## src/rtl/gf2_pkg.sv

```systemverilog
// gf2_pkg: shared state encoding and width helpers for the GF(2)[x] divider
package gf2_pkg;

    typedef enum logic [1:0] {
        IDLE = 2'd0,
        NORM = 2'd1,
        DIV  = 2'd2,
        DONE = 2'd3
    } state_t;

    function automatic int DW(input int w);
        return 2 * w - 1;
    endfunction

    function automatic int RW(input int w);
        return w - 1;
    endfunction

endpackage

```

## src/rtl/gf2_poly_div.sv

```systemverilog
// gf2_poly_div: sequential carry-less long divider, one quotient bit per cycle after normalisation
module gf2_poly_div
    import gf2_pkg::*;
#(
    parameter int W = 3
) (
    input  logic             clk,
    input  logic             rst_n,
    input  logic             start,
    input  logic [2*W-2:0]   dividend,
    input  logic [W-1:0]     divisor,
    output logic             ready,
    output logic             busy,
    output logic             done,
    output logic [2*W-2:0]   quotient,
    output logic [W-2:0]     remainder,
    output logic             div_by_zero
);

    localparam int DL = DW(W);
    localparam int RL = RW(W);
    localparam int CW = $clog2(2 * W);

    state_t          state, state_n;
    logic [DL-1:0]   r, bd, q;
    logic [CW-1:0]   k, cnt, ptr;
    logic            dz;

    assign ready = (state == IDLE);
    assign busy  = ~ready;

    // state register
    always_ff @(posedge clk or negedge rst_n) begin
        if (!rst_n) state <= IDLE;
        else        state <= state_n;
    end

    // next state: zero divisor skips straight to DONE; DIV ends when the iteration count runs out
    always_comb begin
        state_n = state;
        case (state)
            IDLE: if (start) state_n = (divisor == '0) ? DONE : NORM;
            NORM: if (bd[DL-1]) state_n = DIV;
            DIV:  if (cnt == '0) state_n = DONE;
            DONE: state_n = IDLE;
            default: state_n = IDLE;
        endcase
    end

    // datapath: load, normalise the aligned divisor, shift-subtract, then publish results
    always_ff @(posedge clk or negedge rst_n) begin
        if (!rst_n) begin
            r           <= '0;
            bd          <= '0;
            q           <= '0;
            k           <= '0;
            cnt         <= '0;
            ptr         <= '0;
            dz          <= 1'b0;
            done        <= 1'b0;
            quotient    <= '0;
            remainder   <= '0;
            div_by_zero <= 1'b0;
        end else begin
            done <= 1'b0;
            case (state)
                IDLE: if (start) begin
                    r  <= (divisor == '0) ? '0 : dividend;
                    bd <= {divisor, {RL{1'b0}}};
                    q  <= '0;
                    k  <= '0;
                    dz <= (divisor == '0);
                end
                NORM: if (!bd[DL-1]) begin
                    bd <= bd << 1;
                    k  <= k + 1'b1;
                end else begin
                    cnt <= CW'(W) + k - 1'b1;
                    ptr <= CW'(DL - 1);
                end
                DIV: begin
                    r   <= r[ptr] ? (r ^ bd) : r;
                    q   <= {q[DL-2:0], r[ptr]};
                    bd  <= bd >> 1;
                    ptr <= ptr - 1'b1;
                    cnt <= cnt - 1'b1;
                end
                DONE: begin
                    done        <= 1'b1;
                    quotient    <= q;
                    remainder   <= r[RL-1:0];
                    div_by_zero <= dz;
                end
                default: ;
            endcase
        end
    end

    // the high part of the partial remainder must be fully cancelled by the time we publish
    a_rem_high_zero: assert property (@(posedge clk) disable iff (!rst_n)
        (state == DONE) |-> (r[DL-1:RL] == '0));

endmodule

```

## config.mk

```make
export PLATFORM = sky130hd
export DESIGN_NAME = gf2_poly_div
export DESIGN_NICKNAME = d
export VERILOG_FILES = /design/src/rtl/gf2_pkg.sv /design/src/rtl/gf2_poly_div.sv
export SDC_FILE = /design/constraint.sdc
export NUM_CORES = 1
export LEC_CHECK = 0
export CORE_UTILIZATION = 50
export DETAILED_ROUTE_END_ITERATION = 10
export PLACE_DENSITY = 0.71
export SLEW_MARGIN = 0
export SYNTH_ARGS = -nofsm -noshare
export SYNTH_HDL_FRONTEND = slang
export SYNTH_SLANG_ARGS = --single-unit
```

## constraint.sdc

```tcl
create_clock -name clk -period 4.15 [get_ports clk]
set_input_delay 1.0375 -clock clk [delete_from_list [all_inputs] [get_ports clk]]
set_output_delay 1.0375 -clock clk [all_outputs]
set_load 0.05 [all_outputs]
```

# Word level (Yosys, flattened, before mapping)
# Cells that the tools add are included.
# Widths: inputs -> output; s select.
# totals
regBits	36
out_inout_bits	11
elab_cells	68
# classes
n_addsub	5
order_cmp	1
n_eq_ne	8
muxes	24
bitwise_logic	2
n_reduce_logical	15
# op_table
cell	count
$mux 5	6
$pmux 5 s2	2
$pmux 3 s2	3
$pmux 5 s3	1
$mux 3	4
$reduce_and 3->1	4
$ne 2x2->1 const B	5
$sub 3x1->3 const B	3
$mux 2	4
$pmux 2 s4	1
$reduce_and 2->1	4
$logic_not 3->1	2
$reduce_bool 2->1	3
$xor 5x5->5	1
$eq 2x2->1 const B	2
$lt 3x4->1 const B	1
$add 2x3->3 const A	1
$add 3x1->3 const B	1
$bmux 1 s3	1
$reduce_bool 3->1	1
$eq 2x1->1 const B	1
$logic_not 2->1	1
$mux 1	2
$not 1->1	1

# Longest topological paths before layout
# depth
depth_word	4
ltp_mapped	8
mapped_depth_nobuf	7

# Least setup slack after synthesis
# No wires, ideal clock.
# synth_path
path_kind	flip-flop to output port
start	register state[0]
end	output busy
arrival_time_ns	1.444
setup_slack_ns	1.668
path_stages_with_launch	5
path_cell_list	dfrtp_1 -> inv_1 -> ha_1 -> buf_2 -> inv_1
# synth_via
elab_chain_cells	2
# synth_lines
element	line	rtl
start: declaration	gf2_poly_div.sv:24	state_t state, state_n;
start signal: assignment	gf2_poly_div.sv:35	else state <= state_n;
$logic_not 2->1	gf2_poly_div.sv:29	assign ready = (state == IDLE);
net ready	gf2_poly_div.sv:12	output logic ready,
$not 1->1	gf2_poly_div.sv:30	assign busy = ~ready;
end: declaration	gf2_poly_div.sv:13	output logic busy,
# The timed path passes the listed nets, and every way through them passes these cells.

# Worst setup path in the final report
# layout_path
start	register state[0]
end	output ready
# layout_via
elab_chain_cells	1
# layout_lines
element	line
$logic_not 2->1	gf2_poly_div.sv:29
end: declaration	gf2_poly_div.sv:12
# No other way between the ends.

==> results.txt <==
DIE WIDTH - 64.8 um
sequential share of the synthesized area - 0.457
first-pass GRT wire length - 6800 um
Synth top area share - 0.457
placed cells - 259
PwrDens - 829 mW/mm2
Synth Flop Type - dfrtp_1
RSZ-0062 raised after global routing - no
Slew HR - 0.488
total congestion overflow - 0
clk slew on worst S/H paths - 0.07 ns
dpl cell area - 0.00221 mm2
synth top area cells - dfrtp_1 46%, mux2_2 6.3%, ha_1 5.7%
DRC Markers - 0
Initial DRC Count - 64
H-Tree Depth - 2
layout cell share with drive strength beyond 1 - 0.115
element type at the critical path end - output pin
Ys Warns - 0
flops & latches, synth - 36
setup TNS - 0 ns
Gate Count Post-Synth - 199
post-CTS setup buffers - 0
routability cong. - 0.855
# IOs - 22
Core Rows - 22
hold_buf cts - 0
Core ar. - 0.00372 mm2
P&R area growth vs syn - 17.1%
Mapped Area - 0.00197 mm2
period utilisation layout - 0.748
Initial DRT Pass Iterations - 4
maximum clock insertion buffer count - 2
gr usage total - 0.216
final standard cell utilization of the core - 0.621
Post-Layout Inst Area - 0.00231 mm2
initial antenna violation count - 0
post-CTS sizing - 0
Die Span Y - 64.8 um
antenna cell count - 0
most frequent cells in the layout - 36 x dfrtp_1, 21 x clkdlybuf4s50_1, 20 x inv_1, 19 x nand2_1, 15 x o21ai_0
f_max - 322 MHz
VDD IR-drop max - 0.000604 V
endpoints failing setup - 0
nets@finish - 238
vias in the first global route - 1465
Yosys top cell by area - dfrtp_1
status - finished clean
crit path max fanout - 9
post-synth net total - 219
Final Critical Period - 3.10 ns
CTS sink cnt - 36
async set or reset register ratio after synthesis - 1.00
largest net degree at the start of global routing - 37
drt via density - 5.68
Critical Path RT - 3.11 ns
arrival time worst endpoint - 2.06 ns
Crit Path Class - flip-flop to output pin
clk_lat worst skew - 0.29 ns
Initial Utilization - 0.531
WL/cell - 14.8 um
commonest non-fill, non-tap cell in the layout - dfrtp_1
Worst setup SP type - flip-flop
Root Driver - clkbuf_8
Final Hold Fails - 0
Tot Pwr - 1.91 mW
Routed WL - 3940 um
max-cap viol count - 0
Slew Limit Fails - 0
Post-synth EDFFs - 0
DP HPWL - 2790 um
Fin Clk Skew - 0.00402 ns
Non-Filler Instances - 266
Lkg Pwr - 1.02 nW
worst min-delay path class - flip-flop to flip-flop
vias - 1510
TritonCTS Buffers - 5
die area - 0.00420 mm2
I/O Buffers - 21
library cells used by synthesis - 35
Post-DRT Antenna Nets - 0
syn avg cell area - 9.91 um2
CTS tree - built
Slew @ Worst Pin - 0.746 ns
## cells in the mapped netlist (all sizes together) (5+ instances only)
cell,number
dfrtp,36
inv,20
nand2,19
o21ai,17
a21oi,11
mux2,11
ha,9
clkbuf,8
mux2i,7
nor2,7
nand2b,5
nand3,5
## state kept, by name (all words and copies together) (netlist names)
| name | cells |
|---|---|
| r | 5 |
| dz | 1 |
| remainder | 2 |
| k | 3 |
| state | 2 |
| quotient | 5 |
| q | 5 |
| bd | 5 |
| div_by_zero | 1 |
| cnt | 3 |
| done | 1 |
| ptr | 3 |
## final timing paths
check	cells after the start	startpoint	endpoint	slack, ns
worst max-delay path	3	state[0]$_DFFE_PN0P_	ready	1.05
worst min-delay path	2	cnt[2]$_DFFE_PN0P_	cnt[2]$_DFFE_PN0P_	0.49
worst max register to register	7	state[0]$_DFFE_PN0P_	r[3]$_DFFE_PN0P_	1.71
worst min register to register	2	cnt[2]$_DFFE_PN0P_	cnt[2]$_DFFE_PN0P_	0.49
max in group asynchronous	2	rst_n	r[2]$_DFFE_PN0P_	2.66
min in group asynchronous	2	rst_n	q[4]$_DFFE_PN0P_	1.16
## kinds of logic (layout without fill, tap and decap cells)
group | count (synthesis) | count (layout) | synth area share
DFF | 36 | 36 | 0.457
adders and majority gates | 9 | 9 | 0.0571
and+or+nand+nor | 49 | 49 | 0.121
xor gates and xnor gates | 1 | 1 | 0.00444
buffers and inverters | 31 | 50 | 0.0609
AOI/OAI and AO/OA | 55 | 55 | 0.202
muxes | 18 | 18 | 0.0984
## where the power goes
group	internal [mW]	switching [mW]	leakage, nW
registers	0.483	0.124	0.462
clock network	0.148	0.121	0.0503
logic	0.420	0.619	0.507
total	1.05	0.864	1.02
## stage by stage
stage	hold slack, ns	setup slack [ns]
2_1_floorplan	0.444	1.67
3_3_place_gp	0.465	1.43
3_5_place_dp	0.482	1.36
4_1_cts	0.498	1.05
5_1_grt	0.530	0.952
6_report	0.491	1.05
## critical path, cell delays in order, from the launching register on
cell and delay (ns):
dfrtp_1 0.40, inv_1 0.13, ha_1 0.37, clkdlybuf4s50_1 0.88
## routing by layer
layer | share of wire | vias up | GRT usage
li1 | - | 739 | -
met1 | 0.44 | 736 | 0.268
met2 | 0.50 | 29 | 0.362
met3 | 0.041 | 6 | 0.0581
met4 | 0.011 | 0 | 0.0667
met5 | 0 | - | 0
## layout make-up
class | count | area (um2)
Inverter | 20 | 75.1
Multi-Input combinational cell | 132 | 951
Timing Repair Buffer | 23 | 225
Tap cell | 48 | 60.1
Fill cell | 328 | 1410
Clock buffer | 7 | 96.3
Sequential cell | 36 | 901
(Power assumes the default switching activity.)
